--- config.mk ---
export PLATFORM = sky130hd
export DESIGN_NAME = tictactoe_nxn_mef
export DESIGN_NICKNAME = d
export VERILOG_FILES = /design/src/rtl/tictactoe_nxn_mef_pkg.sv /design/src/rtl/tictactoe_nxn_mef_line_check.sv /design/src/rtl/tictactoe_nxn_mef.sv
export SDC_FILE = /design/constraint.sdc
export NUM_CORES = 1
export LEC_CHECK = 0
export ABC_AREA = 1
export CORE_ASPECT_RATIO = 1.25
export CORE_MARGIN = 1.5
export CORE_UTILIZATION = 45
export DETAILED_ROUTE_END_ITERATION = 16
export DONT_BUFFER_PORTS = 1
export PLACE_DENSITY = 0.62
export SLEW_MARGIN = 20
export SYNTH_ARGS = -nofsm -noshare
export SYNTH_HDL_FRONTEND = slang
export SYNTH_SLANG_ARGS = --single-unit
--- constraint.sdc ---
create_clock -name clk -period 2.73 [get_ports clk]
set_input_delay 0.4095 -clock clk [delete_from_list [all_inputs] [get_ports clk]]
set_output_delay 0.4095 -clock clk [all_outputs]
set_load 0.02 [all_outputs]
--- src/rtl/tictactoe_nxn_mef_pkg.sv ---
// Shared types and constants for the N x N tic-tac-toe controller.
package tictactoe_pkg;

    typedef enum logic [2:0] {
        S_IDLE   = 3'd0,
        S_TURN_X = 3'd1,
        S_TURN_O = 3'd2,
        S_CHECK  = 3'd3,
        S_WIN    = 3'd4,
        S_DRAW   = 3'd5
    } state_t;

    localparam logic PL_X = 1'b0;
    localparam logic PL_O = 1'b1;

    localparam logic [1:0] WIN_NONE = 2'b00;
    localparam logic [1:0] WIN_X    = 2'b01;
    localparam logic [1:0] WIN_O    = 2'b10;
    localparam logic [1:0] WIN_DRAW = 2'b11;

endpackage

--- src/rtl/tictactoe_nxn_mef_line_check.sv ---
// Combinational detector: any full row, column or diagonal in one player's N x N occupancy map.
module ttt_line_check #(
    parameter int N = 3
) (
    input  logic [N*N-1:0] cells,
    output logic           line
);

    logic [N-1:0] row_full;
    logic [N-1:0] col_full;
    logic [N-1:0] diag_bits;
    logic [N-1:0] anti_bits;

    for (genvar r = 0; r < N; r++) begin : g_line
        logic [N-1:0] row_bits;
        logic [N-1:0] col_bits;
        for (genvar c = 0; c < N; c++) begin : g_cell
            assign row_bits[c] = cells[r*N + c];
            assign col_bits[c] = cells[c*N + r];
        end
        assign row_full[r]  = &row_bits;
        assign col_full[r]  = &col_bits;
        assign diag_bits[r] = cells[r*N + r];
        assign anti_bits[r] = cells[r*N + (N-1-r)];
    end

    assign line = (|row_full) | (|col_full) | (&diag_bits) | (&anti_bits);

endmodule

--- src/rtl/tictactoe_nxn_mef.sv ---
// N x N tic-tac-toe game controller: board, cursor, turn, win/draw detection.
// Define TTT_TIMER_EN to add a per-turn expiry timer of TURN_CYCLES clocks.
module tictactoe_nxn_mef
    import tictactoe_pkg::*;
#(
    parameter int N           = 3,
    parameter int TURN_CYCLES = 50_000_000
) (
    input  logic                   clk,
    input  logic                   rst,
    input  logic                   I,
    input  logic                   W,
    input  logic                   T,
    output logic [2:0]             estado,
    output logic [$clog2(N*N)-1:0] cursor,
    output logic                   turn,
    output logic [N*N-1:0]         board_x,
    output logic [N*N-1:0]         board_o,
    output logic [1:0]             winner,
    output logic                   load,
    output logic                   timeout
);

    localparam int CELLS = N * N;
    localparam int CW    = $clog2(CELLS);
    localparam logic [CW-1:0] LAST_CELL = CW'(CELLS - 1);

    if (N < 3 || N > 5 || TURN_CYCLES < 4) begin : g_bad_params
        $error("tictactoe_nxn_mef: N must be 3..5 and TURN_CYCLES at least 4");
    end

    state_t           state, state_nxt;
    logic [CW-1:0]    cursor_nxt;
    logic             turn_nxt;
    logic [CELLS-1:0] bx_nxt, bo_nxt;
    logic [1:0]       winner_nxt;
    logic             load_nxt;

    logic i_q, w_q;
    logic i_rise, w_fall;
    logic [CELLS-1:0] occupied, mover_cells;
    logic line, cell_free, place_ok, board_full, expire;

    assign i_rise = I & ~i_q;
    assign w_fall = ~W & w_q;

    assign occupied    = board_x | board_o;
    assign cell_free   = ~occupied[cursor];
    assign place_ok    = w_fall & cell_free;
    assign board_full  = &occupied;
    // In CHECK the turn has not toggled yet, so this is the player who just moved.
    assign mover_cells = (turn == PL_O) ? board_o : board_x;

    ttt_line_check #(.N(N)) u_line_check (
        .cells (mover_cells),
        .line  (line)
    );

`ifdef TTT_TIMER_EN
    localparam int TW = $clog2(TURN_CYCLES);
    localparam logic [TW-1:0] TIMER_RELOAD = TW'(TURN_CYCLES - 1);

    logic [TW-1:0] timer, timer_nxt;
    logic          timeout_nxt;

    assign expire = (timer == '0);
`else
    assign expire  = 1'b0;
    assign timeout = 1'b0;
`endif

    assign estado = state;

    always_ff @(posedge clk or negedge rst) begin
        if (!rst) begin
            state   <= S_IDLE;
            i_q     <= 1'b0;
            w_q     <= 1'b1;
            cursor  <= '0;
            turn    <= PL_X;
            board_x <= '0;
            board_o <= '0;
            winner  <= WIN_NONE;
            load    <= 1'b0;
`ifdef TTT_TIMER_EN
            timer   <= TIMER_RELOAD;
            timeout <= 1'b0;
`endif
        end else begin
            state   <= state_nxt;
            i_q     <= I;
            w_q     <= W;
            cursor  <= cursor_nxt;
            turn    <= turn_nxt;
            board_x <= bx_nxt;
            board_o <= bo_nxt;
            winner  <= winner_nxt;
            load    <= load_nxt;
`ifdef TTT_TIMER_EN
            timer   <= timer_nxt;
            timeout <= timeout_nxt;
`endif
        end
    end

    always_comb begin
        state_nxt = state;
        if (T) begin
            state_nxt = S_IDLE;
        end else begin
            case (state)
                S_IDLE: begin
                    if (w_fall) state_nxt = S_TURN_X;
                end
                S_TURN_X, S_TURN_O: begin
                    if (place_ok)
                        state_nxt = S_CHECK;
                    else if (expire)
                        state_nxt = (state == S_TURN_X) ? S_TURN_O : S_TURN_X;
                end
                S_CHECK: begin
                    if (line)
                        state_nxt = S_WIN;
                    else if (board_full)
                        state_nxt = S_DRAW;
                    else
                        state_nxt = (turn == PL_X) ? S_TURN_O : S_TURN_X;
                end
                S_WIN, S_DRAW: state_nxt = state;
                default:       state_nxt = S_IDLE;
            endcase
        end
    end

    always_comb begin
        cursor_nxt = cursor;
        turn_nxt   = turn;
        bx_nxt     = board_x;
        bo_nxt     = board_o;
        winner_nxt = winner;
        load_nxt   = 1'b0;
`ifdef TTT_TIMER_EN
        timer_nxt   = timer;
        timeout_nxt = 1'b0;
`endif
        if (T) begin
            cursor_nxt = '0;
            turn_nxt   = PL_X;
            bx_nxt     = '0;
            bo_nxt     = '0;
            winner_nxt = WIN_NONE;
        end else begin
            case (state)
                S_IDLE: begin
                    if (w_fall) begin
                        cursor_nxt = '0;
`ifdef TTT_TIMER_EN
                        timer_nxt  = TIMER_RELOAD;
`endif
                    end
                end
                S_TURN_X, S_TURN_O: begin
                    if (place_ok) begin
                        if (turn == PL_O)
                            bo_nxt[cursor] = 1'b1;
                        else
                            bx_nxt[cursor] = 1'b1;
                        load_nxt = 1'b1;
                    end else begin
                        // A confirm press, even on an occupied cell, swallows the advance.
                        if (i_rise && !w_fall)
                            cursor_nxt = (cursor == LAST_CELL) ? '0 : cursor + CW'(1);
`ifdef TTT_TIMER_EN
                        if (expire) begin
                            timeout_nxt = 1'b1;
                            turn_nxt    = ~turn;
                            timer_nxt   = TIMER_RELOAD;
                        end else begin
                            timer_nxt   = timer - TW'(1);
                        end
`endif
                    end
                end
                S_CHECK: begin
                    if (line) begin
                        winner_nxt = (turn == PL_O) ? WIN_O : WIN_X;
                    end else if (board_full) begin
                        winner_nxt = WIN_DRAW;
                    end else begin
                        turn_nxt   = ~turn;
`ifdef TTT_TIMER_EN
                        timer_nxt  = TIMER_RELOAD;
`endif
                    end
                end
                default: ;
            endcase
        end
    end

endmodule
==> summary.md, run 1 <==
| Metric | Value |
|---|---|
| Status | finished clean |
| DRC Markers | 0 |
| Area delta synth->final | 7.06% |
| Bufs and invs on worst path | 1 |
| First-pass GRT wire length | 8770 um |
| Layout cells sized above 1 | 0.148 |
| Setup WS post-layout | 0.833 ns |
| Maxcap violations | 0 |
| Clock tree buffer depth | 2 |
| Top cells by area, synth | dfrtp_1, nand2_1, nor2_1 |
| Chip height | 78.9 um |
| Fillers | 461 |
| Final Max Tran Viols | 0 |
| Netlist cell types | 30 |
| Worst Skew | 0.0108 ns |
| Clock Pin Slew Worst Setup and Hold Paths | 0.07 ns |
| Sequential share of power | 0.415 |
| Total negative slack | 0 ns |
| Mapped Cells | 293 |
| Worst EP required | ~3 ns |
| Post-Route WL | 5210 um |
| Die ar. | 5030 sq um |
| Post-DP Area | 2100 sq um |
| Number of synthesized register bits | 31 |
| DRT iter0 DRCs | 113 |
| Pwr dens | roughly 800 nW/um^2 |
| Switching fraction of total power | 0.474 |
| Gr usage total | 0.226 |
| Post-DP HPWL | 3880 um |
| Length of routed met2 wiring | around 2500 um |
| Syn_area_per_cell | between 7 and 8 sq um |
| Pleak | 1.14 nW |
| Worst slew margin | 0.615 |
| Switching power | 0.000844 W |
| Mapped Nets | around 300 |
| Cell Chain, Critical Path | inv_1, nand2_1, nand3_1, nand2_1, nand2_1, nand3_4, nand2_4, nand2_4, nand2_1, o21ai_2 |
| Layout net count | 305 |
| Wire length per cell | 14.7 um |
| Fin crit period | roughly 1.9 ns |
| Setup WS pre-CTS | between 0.8 and 0.9 ns |
| Clk network pwr share | 0.218 |
| Crit-path leading delay family | simple AND/OR/NAND/NOR gates |
| Largest net degree at the start of global routing | 32 |
| Root Buffer | clkbuf_8 |
| Placer Congestion | 0.804 |
| CTS tree | built |
| Largest area contributor in the netlist | dfrtp_1 |
| Slowest-stage cell, CP | dfrtp_1 |
| Fmax | 527 MHz |
| # IOs | 35 |
| Uppermost layer routed | met4 |
| DRT Pass-1 Iters | 4 |
| FP Rows | 27 |
| Clock Latency Late Sink | 0.30 ns |
| H-tree depth | 2 |
| Antenna violations before repair | 0 |
| Crit-path max cell delay | between 0.6 and 0.7 ns |
| Core Area | 4430 sq um |
| Hold Crit Class | in -> reg |
| Starting Density | 0.468 |
| Clock Sinks | 31 |
| CP Max Fanout | 14 |
| WS Path Type | reg -> reg |
| Logic pwr share | 0.367 |
| Vias in the first global route | about 1.8k |
| RSZ-0062 raised after global routing | false |
| Post-synth top area share | 0.362 |
| CTS Buf Count | 5 |
| VDD IR-drop max | between 0.4 and 0.5 mV |
| Antenna cells | 0 |
| Post-route design area | roughly 2200 sq um |
| Final setup viols | 0 |
| Vias | 1856 |
| Power, Total | 0.00178 W |
| Sequential area share after synthesis | 0.375 |
| Antenna Nets Post-Route | 0 |
| Die Width | 63.7 um |
| Mapped Area | around 2100 sq um |
| Crit-path most repeated cell | nand2_1 |
| Hold Vio Cnt, Final | 0 |
| Post-route clock period utilization | 0.695 |
| Input/output buffers | 0 |
| Slew @ Worst Pin | 0.576 ns |
| Gr ovfl total | 0 |
| Ys Warns | 0 |
| CP Data Arrival Time | 2.12 ns |
| Worst setup SP type | flop |
| Internal | 0.000938 W |
| Metal1 wirelength | 2410 um |
| Hold WS | approximately 0.10 ns |
| Via/cell ratio | ~5.2 |
| Critical path capture point type | flop |
| Metal3 WL | 203 um |
-- sequential cells by signal, indices dropped and copies added, names as in the netlist --
name,count
winner,2
board_x,9
cursor,4
w_q,1
i_q,1
board_o,9
turn,1
load,1
estado,3
-- logic make-up (layout without fill, tap and decap cells) --
| logic type | Yosys count | after routing | synth area share |
|---|---|---|---|
| simple gates | 187 | 187 | 0.412 |
| buf+inv | 35 | 39 | 0.0791 |
| compound gates | 33 | 33 | 0.0996 |
| flops | 31 | 31 | 0.375 |
| fa+ha+maj | 4 | 4 | 0.0241 |
| xor+xnor | 2 | 2 | 0.00845 |
| other cells | 1 | 1 | 0.00181 |
-- cell usage after synthesis --
cell type	count
ha_1	4
buf_6	3
dfstp_2	1
nand3_1	19
o21a_1	4
o21bai_1	1
xor2_1	2
nor3_1	2
nand3_4	1
nand2_1	86
nand2_2	11
nor2_1	46
nor2_2	2
dfrtp_1	30
nand3_2	4
inv_2	5
buf_2	2
nand2_4	2
o21ai_1	1
buf_4	2
nand4_1	13
inv_1	22
o21ai_0	15
nor2_4	1
clkbuf_1	1
a21oi_1	4
conb_1	1
a21oi_2	1
o21ai_2	6
a21boi_1	1
-- cells in the final DEF (no fill, tap or decap) --
cell type	Yosys	layout
a21oi_1	4	4
clkbuf_8	0	6
xor2_1	2	2
buf_4	2	2
buf_12	0	1
inv_1	22	22
o21bai_1	1	1
clkbuf_1	1	1
nand2_2	11	11
ha_1	4	4
nand4_1	13	13
o21ai_2	6	6
dfstp_2	1	1
dfrtp_1	30	30
a21oi_2	1	1
nor2_1	46	46
clkinv_2	0	1
nor3_1	2	2
nor2_4	1	1
o21ai_0	15	15
nand2_4	2	2
nand3_2	4	4
dlygate4sd3_1	0	1
inv_2	5	5
a21boi_1	1	1
nand3_4	1	1
nor2_2	2	2
nand3_1	19	19
o21a_1	4	4
o21ai_1	1	1
nand2_1	86	86
conb_1	1	1
-- path summary, 6_finish.rpt --
path | start | end | slack, ns | cells after the start
max | cursor[0] | board_o[2] | 0.83 | 10
min | W | w_q | 0.10 | 0
max reg2reg | cursor[0] | board_o[2] | 0.83 | 10
min reg2reg | winner[1] | winner[1] | 0.65 | 2
max in group asynchronous | rst | w_q | 1.94 | 2
min in group asynchronous | rst | turn | 0.55 | 2
-- worst reg2reg max path, delay by kind of cell, from the launching register on --
| family | cells | cell delay (ns) |
|---|---|---|
| compound gates | 1 | 0.06 |
| buf+inv | 1 | 0.23 |
| flops | 1 | 0.62 |
| simple gates | 8 | 0.91 |
-- through the flow --
stage | util | instances
3_3_place_gp | 0.474 | 345
3_5_place_dp | 0.474 | 345
6_report | 0.502 | 355
5_1_grt | 0.502 | 355
4_1_cts | 0.502 | 355
2_1_floorplan | - | 293
-- power groups by stage --
stage,Combinational (W),Clock [W],Sequential [W]
4_1_cts,0.000655,0.000389,0.000742
3_3_place_gp,0.000634,0,0.000747
5_1_grt,0.000759,0.000410,0.000758
6_report,0.000654,0.000389,0.000739
3_5_place_dp,0.000636,0,0.000751
2_1_floorplan,0.000525,0,0.000719
-- layout make-up --
type / count / area [sq um] / share of cell area
multi-input cells: 227 / 1130 / 0.510
clock inverters: 1 / 5.00 / 0.00225
flip-flops and latches: 31 / 777 / 0.350
inverters: 27 / 101 / 0.0457
repair buffers: 4 / 45.0 / 0.0203
clock buffers: 7 / 86.3 / 0.0389
well taps: 58 / 72.6 / 0.0327
-- routing by layer --
layer,global-route usage,vias to the layer above
met5,0,-
met2,0.375,35
li1,-,940
met4,0.0587,0
met1,0.293,874
met3,0.0567,7
-- what timing repair did --
action,in CTS,in global routing
setup buffers,0,0
endpoints found under the hold margin,31,0
resized for setup,0,0
hold buffers,2,0
(Power assumes the default switching activity.)
==> inputs of run 2 (changes only) <==
==> constraint.sdc (replaced) <==
create_clock -name clk -period 1.91 [get_ports clk]
set_input_delay 0.2865 -clock clk [delete_from_list [all_inputs] [get_ports clk]]
set_output_delay 0.2865 -clock clk [all_outputs]
set_load 0.02 [all_outputs]
==> run 2 against run 1 <==
Register-to-register slack worse by 0.70 ns. Clock power is 39% higher. Power is 53% higher. Die area stayed put. Routed wire length is 9.2% higher. Worst setup slack worse by 0.70 ns.
==> summary.md, run 2 (synthesis results as in run 1) <==
| Metric | Value |
|---|---|
| Total negative slack | 0 ns |
| Largest regs | board_o: 9 flops, board_x: 9 flops, cursor: 4 flops |
| Register Area | 777 sq um |
| Slew @ Worst Pin | roughly 0.52 ns |
| Input/output buffers | 0 |
| Wire length per cell | 14.9 um |
| Post-Route WL | 5690 um |
| Hold Vio Cnt, Final | 0 |
| Maxcap violations | 0 |
| Worst slew margin | 0.653 |
| Pwr dens | 1120 nW/um^2 |
| # IOs | 35 |
| Post-DP HPWL | ~4300 um |
| Gr ovfl total | 0 |
| Final Max Tran Viols | 0 |
| Antenna cells | 0 |
| Status | finished clean |
| VDD IR-drop max | 0.729 mV |
| DRT Pass-1 Iters | 4 |
| Most frequent cells in the layout | nand2_1, nor2_1, dfrtp_1, buf_4, inv_1 |
| Worst EP required | 2.10 ns |
| Post-route clock period utilization | 0.930 |
| RSZ-0062 raised after global routing | false |
| Clock Latency Late Sink | 0.28 ns |
| Worst setup SP type | flop |
| Via/cell ratio | 5.20 |
| Clock Sinks | 31 |
| Die ar. | 5030 sq um |
| DRC Markers | 0 |
| Placer Congestion | 0.937 |
| Starting Density | 0.468 |
| Fmax | 563 MHz |
| Fillers | 446 |
| Hold Crit Class | in -> reg |
| First-pass GRT wire length | 9390 um |
| Vias | 1987 |
| Clock tree buffer depth | 2 |
| Final setup viols | 0 |
| CTS tree | built |
| Critical path capture point type | flop |
| Chip height | 78.9 um |
| CTS Buf Count | 5 |
| H-tree depth | 2 |
| Antenna Nets Post-Route | 0 |
| Dpl cells | 371 |
| Antenna violations before repair | 0 |
| Pleak | about 1.3 nW |
| Setup Fix Bufs, Post-CTS | 0 |
| Root Buffer | clkbuf_8 |
| PostCTS Resize Cnt | 0 |
| Worst Skew | between 0.006 and 0.007 ns |
| WS Path Type | reg -> reg |
| Core Area | 4430 sq um |
| Layout cells sized above 1 | 0.216 |
| Clock Pin Slew Worst Setup and Hold Paths | around 0.070 ns |
| Layout net count | 332 |
| Hold buffers post-CTS | 3 |
| Post-Layout Cell Count | 382 |
| Gr usage total | 0.243 |
| Setup WS post-layout | between 0.1 and 0.15 ns |
| Fin crit period | ~1.8 ns |
| Vias in the first global route | between 1.5k and 2k |
| Commonest non-fill, non-tap cell in the layout | nand2_1 |
| Setup WS pre-CTS | 0.161 ns |
| CP Data Arrival Time | 1.96 ns |
| Multi-input gate area | ~1100 sq um |
| Die Width | approximately 64 um |
| Largest net degree at the start of global routing | 32 |
| Area delta synth->final | 17.0% |
| DRT iter0 DRCs | 134 |
| FP Rows | 27 |
| CP Max Fanout | 8 |
## run 2: cell count changes in the layout (fill, tap and decap cells not counted)
cell           change
buf_4             +26
dlygate4sd3_1      +1
## run 2: final timing paths
check	depth (start not counted)	end	slack (ns)	start
min in group asynchronous	2	turn	0.45	rst
worst max register to register	7	cursor[3]	0.13	w_q
worst min-delay path	0	i_q	0.03	I
max in group asynchronous	2	w_q	1.21	rst
worst max-delay path	7	cursor[3]	0.13	w_q
worst min register to register	2	estado[1]	0.58	estado[1]
## run 2: cell type report
cell class / instances / share of cell area
timing repair buffer: 31 / 0.103
clock inverter: 1 / 0.00206
tap: 58 / 0.0299
inverter: 27 / 0.0418
clock buffer: 7 / 0.0356
sequential: 31 / 0.320
multi-input combinational: 227 / 0.467
## run 2: routing by layer
layer | GRT usage | vias to the layer above | routed length (um)
met5 | 0 | - | 0
met2 | 0.415 | 52 | 2840
met1 | 0.306 | 924 | 2520
met3 | 0.0496 | 10 | 241
li1 | - | 1001 | -
met4 | 0.0783 | 0 | 99
## run 2: through the flow
step / hold slack (ns) / utilization / cell area (sq um) / total power (W)
final: 0.0288 / 0.548 / 2420 / 0.00272
after global routing: 0.0187 / 0.548 / 2420 / 0.00290
after CTS: 0.0231 / 0.548 / 2420 / 0.00273
after detailed placement: -0.00804 / 0.518 / 2290 / 0.00217
after global placement: -0.00815 / 0.518 / 2290 / 0.00216
after floorplan: -0.00909 / - / 2070 / 0.00178
## run 2: critical path, cell delays in order (launching register included)
cell and delay, ns:
dfstp_2 0.52, inv_1 0.03, nor2_1 0.27, inv_1 0.07, nand3_1 0.09, a21boi_1 0.46, nand3_1 0.12, o21ai_0 0.12
## run 2: power breakdown
| group | internal [W] | total [W] | switching (W) |
|---|---|---|---|
| clock network | 0.000291 | 0.000541 | 0.000250 |
| registers | 0.000765 | 0.000853 | 0.0000877 |
| logic | 0.000417 | 0.00133 | 0.000911 |
| total | 0.00147 | 0.00272 | 0.00125 |
